File: config.mk
export PLATFORM = sky130hd
export DESIGN_NAME = pwm_deadtime_guard
export DESIGN_NICKNAME = d
export VERILOG_FILES = /design/src/rtl/pwm_deadtime_guard.sv
export SDC_FILE = /design/constraint.sdc
export NUM_CORES = 1
export LEC_CHECK = 0
export BUFFER_PORTS_ARGS = -buffer_cell sky130_fd_sc_hd__buf_2
export CAP_MARGIN = 15
export CORE_ASPECT_RATIO = 1.75
export CORE_MARGIN = 2
export CORE_UTILIZATION = 60
export CTS_BUF_LIST = sky130_fd_sc_hd__clkbuf_4
export DETAILED_ROUTE_END_ITERATION = 8
export PLACE_DENSITY_LB_ADDON = 0.08
export SETUP_SLACK_MARGIN = 0.05
export SLEW_MARGIN = 20
export SYNTH_ARGS = -nofsm -noshare
export SYNTH_HDL_FRONTEND = slang
export SYNTH_SLANG_ARGS = --single-unit
File: constraint.sdc
create_clock -name clk -period 3.37 [get_ports clk]
set_input_delay 0.674 -clock clk [delete_from_list [all_inputs] [get_ports clk]]
set_output_delay 0.674 -clock clk [all_outputs]
set_load 0.01 [all_outputs]
File: src/rtl/pwm_deadtime_guard.sv
// Three-phase gate-drive guard: enforces a dead time before each switch turns on and
// latches shoot-through / external trips. Each phase runs its own small FSM.

module pwm_deadtime_phase #(
    parameter int unsigned DT_CYCLES = 35
) (
    input  logic clk,
    input  logic reset,
    input  logic force_idle,
    input  logic in_p,
    input  logic in_n,
    output logic out_p,
    output logic out_n
);
    typedef enum logic [1:0] {IDLE, DEAD, P_ON, N_ON} state_t;

    localparam logic [7:0] RELOAD = 8'(DT_CYCLES - 1);

    state_t     state_q;
    logic       tgt_q;      // 0 = P side, 1 = N side
    logic [7:0] cnt_q;
    logic       out_p_q;
    logic       out_n_q;

    logic req_p;
    logic req_n;
    logic req_v;

    assign req_p = in_p & ~in_n;
    assign req_n = ~in_p & in_n;
    assign req_v = req_p | req_n;

    // Drive registers are loaded with the decode of the state being entered,
    // so they change on the same edge as the state itself.
    always_ff @(posedge clk) begin
        if (reset) begin
            state_q <= IDLE;
            tgt_q   <= 1'b0;
            cnt_q   <= 8'd0;
            out_p_q <= 1'b0;
            out_n_q <= 1'b0;
        end else begin
            out_p_q <= 1'b0;
            out_n_q <= 1'b0;
            if (force_idle) begin
                state_q <= IDLE;
            end else begin
                unique case (state_q)
                    IDLE: begin
                        if (req_v) begin
                            state_q <= DEAD;
                            tgt_q   <= req_n;
                            cnt_q   <= RELOAD;
                        end
                    end
                    DEAD: begin
                        if (!req_v) begin
                            state_q <= IDLE;
                        end else if (req_n != tgt_q) begin
                            tgt_q <= req_n;
                            cnt_q <= RELOAD;
                        end else if (cnt_q == 8'd0) begin
                            state_q <= tgt_q ? N_ON : P_ON;
                            out_p_q <= ~tgt_q;
                            out_n_q <= tgt_q;
                        end else begin
                            cnt_q <= cnt_q - 8'd1;
                        end
                    end
                    P_ON: begin
                        if (req_p) begin
                            out_p_q <= 1'b1;
                        end else if (req_n) begin
                            state_q <= DEAD;
                            tgt_q   <= 1'b1;
                            cnt_q   <= RELOAD;
                        end else begin
                            state_q <= IDLE;
                        end
                    end
                    N_ON: begin
                        if (req_n) begin
                            out_n_q <= 1'b1;
                        end else if (req_p) begin
                            state_q <= DEAD;
                            tgt_q   <= 1'b0;
                            cnt_q   <= RELOAD;
                        end else begin
                            state_q <= IDLE;
                        end
                    end
                    default: state_q <= IDLE;
                endcase
            end
        end
    end

    assign out_p = out_p_q;
    assign out_n = out_n_q;
endmodule

module pwm_deadtime_guard #(
    parameter int unsigned DT_CYCLES = 35
) (
    input  logic       clk,
    input  logic       reset,
    input  logic       en,
    input  logic       inUA_P,
    input  logic       inUA_N,
    input  logic       inUB_P,
    input  logic       inUB_N,
    input  logic       inUC_P,
    input  logic       inUC_N,
    input  logic       fault_ext,
    input  logic       fault_clr,
    output logic       outUA_P,
    output logic       outUA_N,
    output logic       outUB_P,
    output logic       outUB_N,
    output logic       outUC_P,
    output logic       outUC_N,
    output logic       fault,
    output logic [3:0] fault_src
);
    localparam int NUM_LANES = 3;

    logic [NUM_LANES-1:0] in_p;
    logic [NUM_LANES-1:0] in_n;
    logic [NUM_LANES-1:0] out_p;
    logic [NUM_LANES-1:0] out_n;
    logic [NUM_LANES-1:0] shoot;

    logic       fault_q;
    logic       fault_d;
    logic [3:0] src_q;
    logic [3:0] src_d;
    logic [3:0] cause_src;
    logic       cause;
    logic       force_idle;

    assign in_p = {inUC_P, inUB_P, inUA_P};
    assign in_n = {inUC_N, inUB_N, inUA_N};

    assign shoot      = in_p & in_n;
    assign cause_src  = {fault_ext, shoot};
    assign cause      = |cause_src;
    // A cause kills the drives on the edge it is seen, not one cycle later.
    assign force_idle = ~en | cause | fault_q;

    always_comb begin
        fault_d = fault_q;
        src_d   = src_q;
        if (cause) begin
            fault_d = 1'b1;
            src_d   = src_q | cause_src;
        end else if (fault_clr) begin
            fault_d = 1'b0;
            src_d   = 4'd0;
        end
    end

    always_ff @(posedge clk) begin
        if (reset) begin
            fault_q <= 1'b0;
            src_q   <= 4'd0;
        end else begin
            fault_q <= fault_d;
            src_q   <= src_d;
        end
    end

    for (genvar g = 0; g < NUM_LANES; g++) begin : g_phase
        pwm_deadtime_phase #(
            .DT_CYCLES (DT_CYCLES)
        ) u_phase (
            .clk        (clk),
            .reset      (reset),
            .force_idle (force_idle),
            .in_p       (in_p[g]),
            .in_n       (in_n[g]),
            .out_p      (out_p[g]),
            .out_n      (out_n[g])
        );
    end

    assign outUA_P   = out_p[0];
    assign outUA_N   = out_n[0];
    assign outUB_P   = out_p[1];
    assign outUB_N   = out_n[1];
    assign outUC_P   = out_p[2];
    assign outUC_N   = out_n[2];
    assign fault     = fault_q;
    assign fault_src = src_q;
endmodule

==> impl_results.md, run 1 <==
- Status: finished clean
- Slew HR: 0.464
- Critical path peak fanout: 8
- Clk sinks: 44
- First-pass GRT wire length: 9.98 mm
- Die Y: 92.0 um
- Setup TNS: 0 ps
- PostCTS Resize Cnt: 0
- First DRT Iteration DRCs: 64
- Ant. Diodes: 0
- Gr ovfl total: 0
- Hold_buf cts: 0
- Fmax: 386 MHz
- Row count: 32
- Max-cap violations: 0
- Reg-to-reg endpoint: g_phase[2].u_phase.cnt_q[3]
- Ys async rst share: 0
- Final hold violations: 0
- Startpoint Class: input port
- Worst-Skew Late Latency: 340 ps
- Wire per inst: 15.2 um
- Worst-path clk slew: 120 ps
- Antenna violations before repair: 0
- Detail Route Antenna Nets: 0
- Peak supply drop: 265 uV
- Worst Hold Launch: g_phase[2].u_phase.cnt_q[7]
- Fin util: 0.661
- Tmin final: 2590 ps
- Slew Viols, Final: 0
- PD cells: 328 nW/um^2
- First-pass DRT Iterations: 6
- Final setup violation count: 0
- Post-synth EDFFs: 0
- Hold EP: g_phase[2].u_phase.cnt_q[7]
- Post-Syn Instances: 322
- Area grow syn2layout: 7.53%
- Clk buf depth: 2
- DIE AREA: 5000 sq um
- Share of layout cells above drive strength 1: 0.0986
- Final worst slack: 780 ps
- Max incr delay on CP: 490 ps
- Crit-path cells: buf_2 > inv_1 > ha_1 > a222oi_1 > o2111ai_1 > a211o_1 > or4_1 > a21oi_1
- Switch Pwr: 262 uW
- Internal power: 675 uW
- RSZ-0062 raised after global routing: false
- Post-synth net total: 363
- Least-Margin Pin Slew: 796 ps
- Tot Pwr: 937 uW
- FF-to-FF setup slack: 850 ps
- Crit share post-route: 0.769
- Pre-CTS setup slack: 424 ps
- Vias per inst: 6.14
- Distinct cell type count after synthesis: 46
- Worst Hold Class: reg -> reg
- Final #Nets: 386
- Num CTS Buffers: 5
- CTS H-tree depth: 2
- Via count: 2430
- Slowest cell on the critical path: or4_1
- Share of the yosys chip area belonging to registers: 0.331
- Starting Density: 0.615
- Post-CTS Setup Bufs: 0
- GPL Wtd Cong: 0.849
- Cell area after synthesis: 2660 sq um
- Setup Crit Path Kind: in -> reg
- Worst EP required: 3650 ps
- I/O pin cnt: 22
- Clock Skews: 8.78 ps
- TritonCTS clock tree: yes
- R2R cell count: 7
- R2r startpoint: g_phase[2].u_phase.state_q[1]
- Hold Crit Depth: 2
- Yosys warns: 0
- Top FF cell, synth: dfxtp_1
- Sequential share of power: 0.581
- HPWL after detailed placement: 4.67 mm
- Avg Inst Size Synth: 8.25 sq um
- Pin count of the biggest net entering global routing: 22
- DRC errors left: 0
- Clock Root Buffer: clkbuf_4
- Leak pwr: 0.00118 uW
- WP data arrival: 2870 ps
- Port-buffer cells: 21
- Post-Route WL: 6.02 mm
- Vias in the first global route: 2362
- Sw frac: 0.280
- Comb power frac: 0.154
- CORE AREA: 4320 sq um
- Clk network pwr share: 0.265
- Tot GR Track Use: 0.265
- Die X: 54.3 um
- Yosys reg bits: 44
- Endpoint class of the critical path: register
-- how the worst max path moves through the flow --
stage                       from                     endpoint  slack [ps]  cells past startpoint
after detailed placement  inUC_P  g_phase[2].u_phase.cnt_q[7]         420                      8
after CTS                 inUC_P  g_phase[2].u_phase.cnt_q[7]         800                      8
after global placement    inUC_P  g_phase[2].u_phase.cnt_q[3]         500                      8
final                     inUC_P  g_phase[2].u_phase.cnt_q[3]         780                      8
after global routing      inUC_P  g_phase[2].u_phase.cnt_q[3]         570                      8
after floorplan           inUC_P  g_phase[2].u_phase.cnt_q[3]         700                      8
-- final cells by class --
cell class              count  area [sq um]
well taps                  51          63.8
flip-flops and latches     44           881
clock buffers               6          45.0
fillers                   387          1470
clock inverters             1          5.00
repair buffers             23           120
inverters                  25          93.8
multi-input cells         246          1650
-- worst max-delay path, delay by kind of cell --
kind,cells,cell delay [ps]
fa+ha+maj,1,280
simple gates,1,490
buf+inv,2,160
compound gates,4,1280
-- sequential cells by signal, indices dropped and copies added (netlist names) --
name / count
g_phase.u_phase.tgt_q: 3
g_phase.u_phase.state_q: 6
fault_src: 4
g_phase.u_phase.out_p: 3
g_phase.u_phase.cnt_q: 24
g_phase.u_phase.out_n: 3
fault: 1
-- cell usage after synthesis (6+ instances only) --
library cell  instances  area share
a21oi_1              26       0.049
clkbuf_1              6      0.0085
dfxtp_1              44        0.33
ha_1                 30        0.14
inv_1                25       0.035
nand2_1              28       0.040
nand2b_1              9       0.021
nand3_1               9       0.017
nand4_1               9       0.021
nor2_1               29       0.041
nor3_1                8       0.015
o21ai_0              10       0.019
or3_1                11       0.026
-- power groups by stage --
stage          clock, uW  combinational [uW]  sequential, uW
6_report             248                 144             545
3_3_place_gp           0                 140             556
2_1_floorplan          0                 102             556
5_1_grt              271                 164             547
3_5_place_dp           0                 142             556
4_1_cts              258                 144             545
-- through the flow --
step,instances,hold WS [ps],area (sq um)
after floorplan,322,451,2660
after global placement,389,460,2810
after detailed placement,389,474,2810
after CTS,396,492,2860
after global routing,396,529,2860
final,396,488,2860
-- routing by layer --
metal	wire, um	global-route usage
met1	2280	0.265
met2	3340	0.483
met3	176	0.0489
met4	227	0.135
met5	0	0
-- cell usage in the layout, fill, tap and decap left out, types with 2 or more instances in the layout --
cell / n
a211oi_1: 5
a21oi_1: 26
a221oi_1: 3
a222oi_1: 4
a22oi_1: 2
a311oi_1: 2
a31oi_1: 5
and2_1: 3
and3_1: 3
buf_2: 21
buf_4: 2
clkbuf_4: 6
dfxtp_1: 44
ha_1: 30
inv_1: 25
mux2i_1: 4
nand2_1: 28
nand2b_1: 9
nand3_1: 9
nand3b_1: 2
nand4_1: 9
nor2_1: 29
nor2b_1: 3
nor3_1: 8
nor3b_1: 4
nor4_1: 5
o21ai_0: 10
o31ai_1: 4
or2_2: 2
or3_1: 11
or4_1: 4
xnor2_1: 3
xor2_1: 5
-- logic make-up after synthesis --
kind of cell,synth area share
and+or+nand+nor,0.253
AOI/OAI and AO/OA,0.181
DFF,0.331
buffers and inverters,0.0480
adders and majority gates,0.141
xor gates and xnor gates,0.0264
muxes,0.0193
Power figures use the tool's default switching activity.
==> run 2, diff against run 1 <==
--- a/config.mk
+++ b/config.mk
@@ -9,7 +9,7 @@
 export CAP_MARGIN = 15
 export CORE_ASPECT_RATIO = 1.75
 export CORE_MARGIN = 2
-export CORE_UTILIZATION = 60
+export CORE_UTILIZATION = 56
 export CTS_BUF_LIST = sky130_fd_sc_hd__clkbuf_4
 export DETAILED_ROUTE_END_ITERATION = 8
 export PLACE_DENSITY_LB_ADDON = 0.08
==> constraint.sdc (replaced) <==
create_clock -name clk -period 2.1 [get_ports clk]
set_input_delay 0.42 -clock clk [delete_from_list [all_inputs] [get_ports clk]]
set_output_delay 0.42 -clock clk [all_outputs]
set_load 0.01 [all_outputs]
==> run 2 against run 1 <==
Against the previous run:
- the flow now finishes with violations (negative setup slack)
- sequential power up 59%
- critical path depth unchanged
- global-route usage down 0.16 points
- combinational power rose to 2.5 times the previous value
- highest routed layer unchanged
==> impl_results.md, run 2 (same netlist as run 1, synthesis figures left out) <==
- Status: complete, but fails checks
- Failing checks: negative setup slack
- Hold Crit Depth: 3 (+1)
- CORE AREA: 4620 sq um (+6.9%)
- Clk sinks: 44 (unchanged)
- Final #Nets: 457 (+18%)
- Max-cap violations: 0 (unchanged)
- DRC errors left: 0 (unchanged)
- Slew Viols, Final: 0 (unchanged)
- Clk buf depth: 2 (unchanged)
- Clock Root Buffer: clkbuf_4
- Die X: 56.1 um (+3.2%)
- R2R cell count: 8 (+1)
- Hold EP: fault_src[3]
- Fmax: 442 MHz
- Final setup violation count: 8 (+8)
- CTS H-tree depth: 2 (unchanged)
- Wire per inst: 15.4 um (+1.6%)
- Max reg flops: 24 (unchanged)
- Starting Density: 0.575 (-0.0399)
- First-pass DRT Iterations: 5 (-1)
- Worst EP required: 2410 ps (-1240 ps)
- Num CTS Buffers: 5 (unchanged)
- Final hold violations: 0 (unchanged)
- Critical path peak fanout: 4 (-4)
- Worst-Skew Late Latency: 360 ps (+20 ps)
- Die Y: 95.1 um (+3.4%)
- Antenna violations before repair: 0 (unchanged)
- Via count: 2733 (+12%)
- Share of layout cells above drive strength 1: 0.338 (+0.240)
- Area grow syn2layout: 38.4%
- Endpoint class of the critical path: register
- Port-buffer cells: 21 (unchanged)
- Sequential Area: 901 sq um (+2.3%)
- Gr ovfl total: 0 (unchanged)
- First-pass GRT wire length: 11.2 mm (+12%)
- Cells after DPL: 446 (+15%)
- Largest Register: g_phase.u_phase.cnt_q
- FF-to-FF setup slack: -160 ps (-1010 ps)
- Most common cell after layout, fill and taps aside: buf_4
- Pin count of the biggest net entering global routing: 22 (unchanged)
- Row count: 33 (+3.1%)
- DIE AREA: 5330 sq um (+6.7%)
- First DRT Iteration DRCs: 112 (+75%)
- Tot GR Track Use: 0.264 (-0.00158)
- Worst Hold Launch: fault_ext
- Clock Skews: 10.8 ps (+2.00 ps)
- Most frequent cells in the layout: 70 x buf_4, 38 x dfxtp_1, 29 x nor2_1
- Reg-to-reg endpoint: g_phase[2].u_phase.cnt_q[6]
- I/O pin cnt: 22 (unchanged)
- Tmin final: 2260 ps
- Fill cells: 335 (-13%)
- Startpoint Class: register
- Final instance area: 3680 sq um (+29%)
- Post-Route WL: 7.24 mm (+20%)
- Tot Pwr: 1750 uW (+87%)
- WP data arrival: 2570 ps (-300 ps)
- Vias in the first global route: 2667 (+13%)
- Pre-CTS setup slack: -344 ps (-768 ps)
- Slew HR: 0.688 (+0.223)
- Setup Crit Path Kind: reg -> reg
- Worst-path clk slew: 130 ps (about the same)
- Footprint of the multi-input gates: 1850 sq um (+12%)
- Ant. Diodes: 0 (unchanged)
- GPL Wtd Cong: 0.851 (+0.25%)
- Leak pwr: 0.00155 uW (+31%)
- HPWL after detailed placement: 5.18 mm (+11%)
- RSZ-0062 raised after global routing: true
- Least-Margin Pin Slew: 469 ps (-328 ps)
- Peak supply drop: 548 uV (+110%)
- Crit share post-route: 1.08
- TritonCTS clock tree: yes
- PD cells: 476 nW/um^2 (+45%)
- Worst hold slack: 298 ps (-190 ps)
- R2r startpoint: g_phase[2].u_phase.state_q[1]
- Finished Layout Cells: 469 (+18%)
- Vias per inst: 5.83 (-5.0%)
- Final worst slack: -165 ps (-944 ps)
- Hold_buf cts: 0 (unchanged)
- Detail Route Antenna Nets: 0 (unchanged)
- Worst Hold Class: in -> reg
- Placed inst area: 3280 sq um (+17%)
## run 2: cell types whose count changed in the layout (fill, tap and decap cells not counted), sizes merged
cell	before	now
bufinv	0	1
buf	23	94
clkinv	1	2
clkbuf	6	5
## run 2: area by class of cell
cell class / instances / share of cell area
clock buffer: 5 / 0.0102
inverter: 25 / 0.0303
timing repair buffer: 94 / 0.183
multi-input combinational: 246 / 0.504
clock inverter: 3 / 0.0102
sequential: 44 / 0.245
tap: 52 / 0.0177
## run 2: worst max-delay path by stage
stage | from | endpoint | cells after the start
5_1_grt | g_phase[2].u_phase.state_q[1] | g_phase[2].u_phase.cnt_q[6] | 8
3_5_place_dp | inUC_P | g_phase[2].u_phase.cnt_q[1] | 10
6_report | g_phase[2].u_phase.state_q[1] | g_phase[2].u_phase.cnt_q[6] | 8
4_1_cts | g_phase[2].u_phase.state_q[1] | g_phase[2].u_phase.cnt_q[7] | 7
3_3_place_gp | inUC_P | g_phase[2].u_phase.cnt_q[6] | 9
2_1_floorplan | inUC_P | g_phase[2].u_phase.cnt_q[7] | 8
## run 2: metal layers
metal | vias up | share of wire | global-route usage
li1 | 1358 | - | -
met1 | 1299 | 0.37 | 0.249
met2 | 54 | 0.58 | 0.527
met3 | 22 | 0.022 | 0.0380
met4 | 0 | 0.033 | 0.147
met5 | - | 0 | 0
## run 2: power breakdown
group          internal (uW)  switching [uW]
Sequential               850            17.8
Combinational            178             182
Clock                    243             280
Total                   1270             480
## run 2: what timing repair did
item	in CTS	in global routing
setup buffers	5	10
setup endpoints to repair	19	24
gates resized for setup	23	31
pin swaps	14	19
## run 2: critical path, cell delays in order, from the launching register on
cell and delay [ps]:
dfxtp_4 430, inv_4 50, ha_4 150, a222oi_1 400
o2111ai_1 220, buf_4 190, a2111o_1 330, or3_1 330
a21oi_2 120
## run 2: stage by stage
stage / setup TNS [ps] / utilization
after global placement: -4050 / 0.709
after CTS: -187 / 0.748
after global routing: -1930 / 0.795
after floorplan: -537 / -
final: -835 / 0.795
after detailed placement: -5280 / 0.709
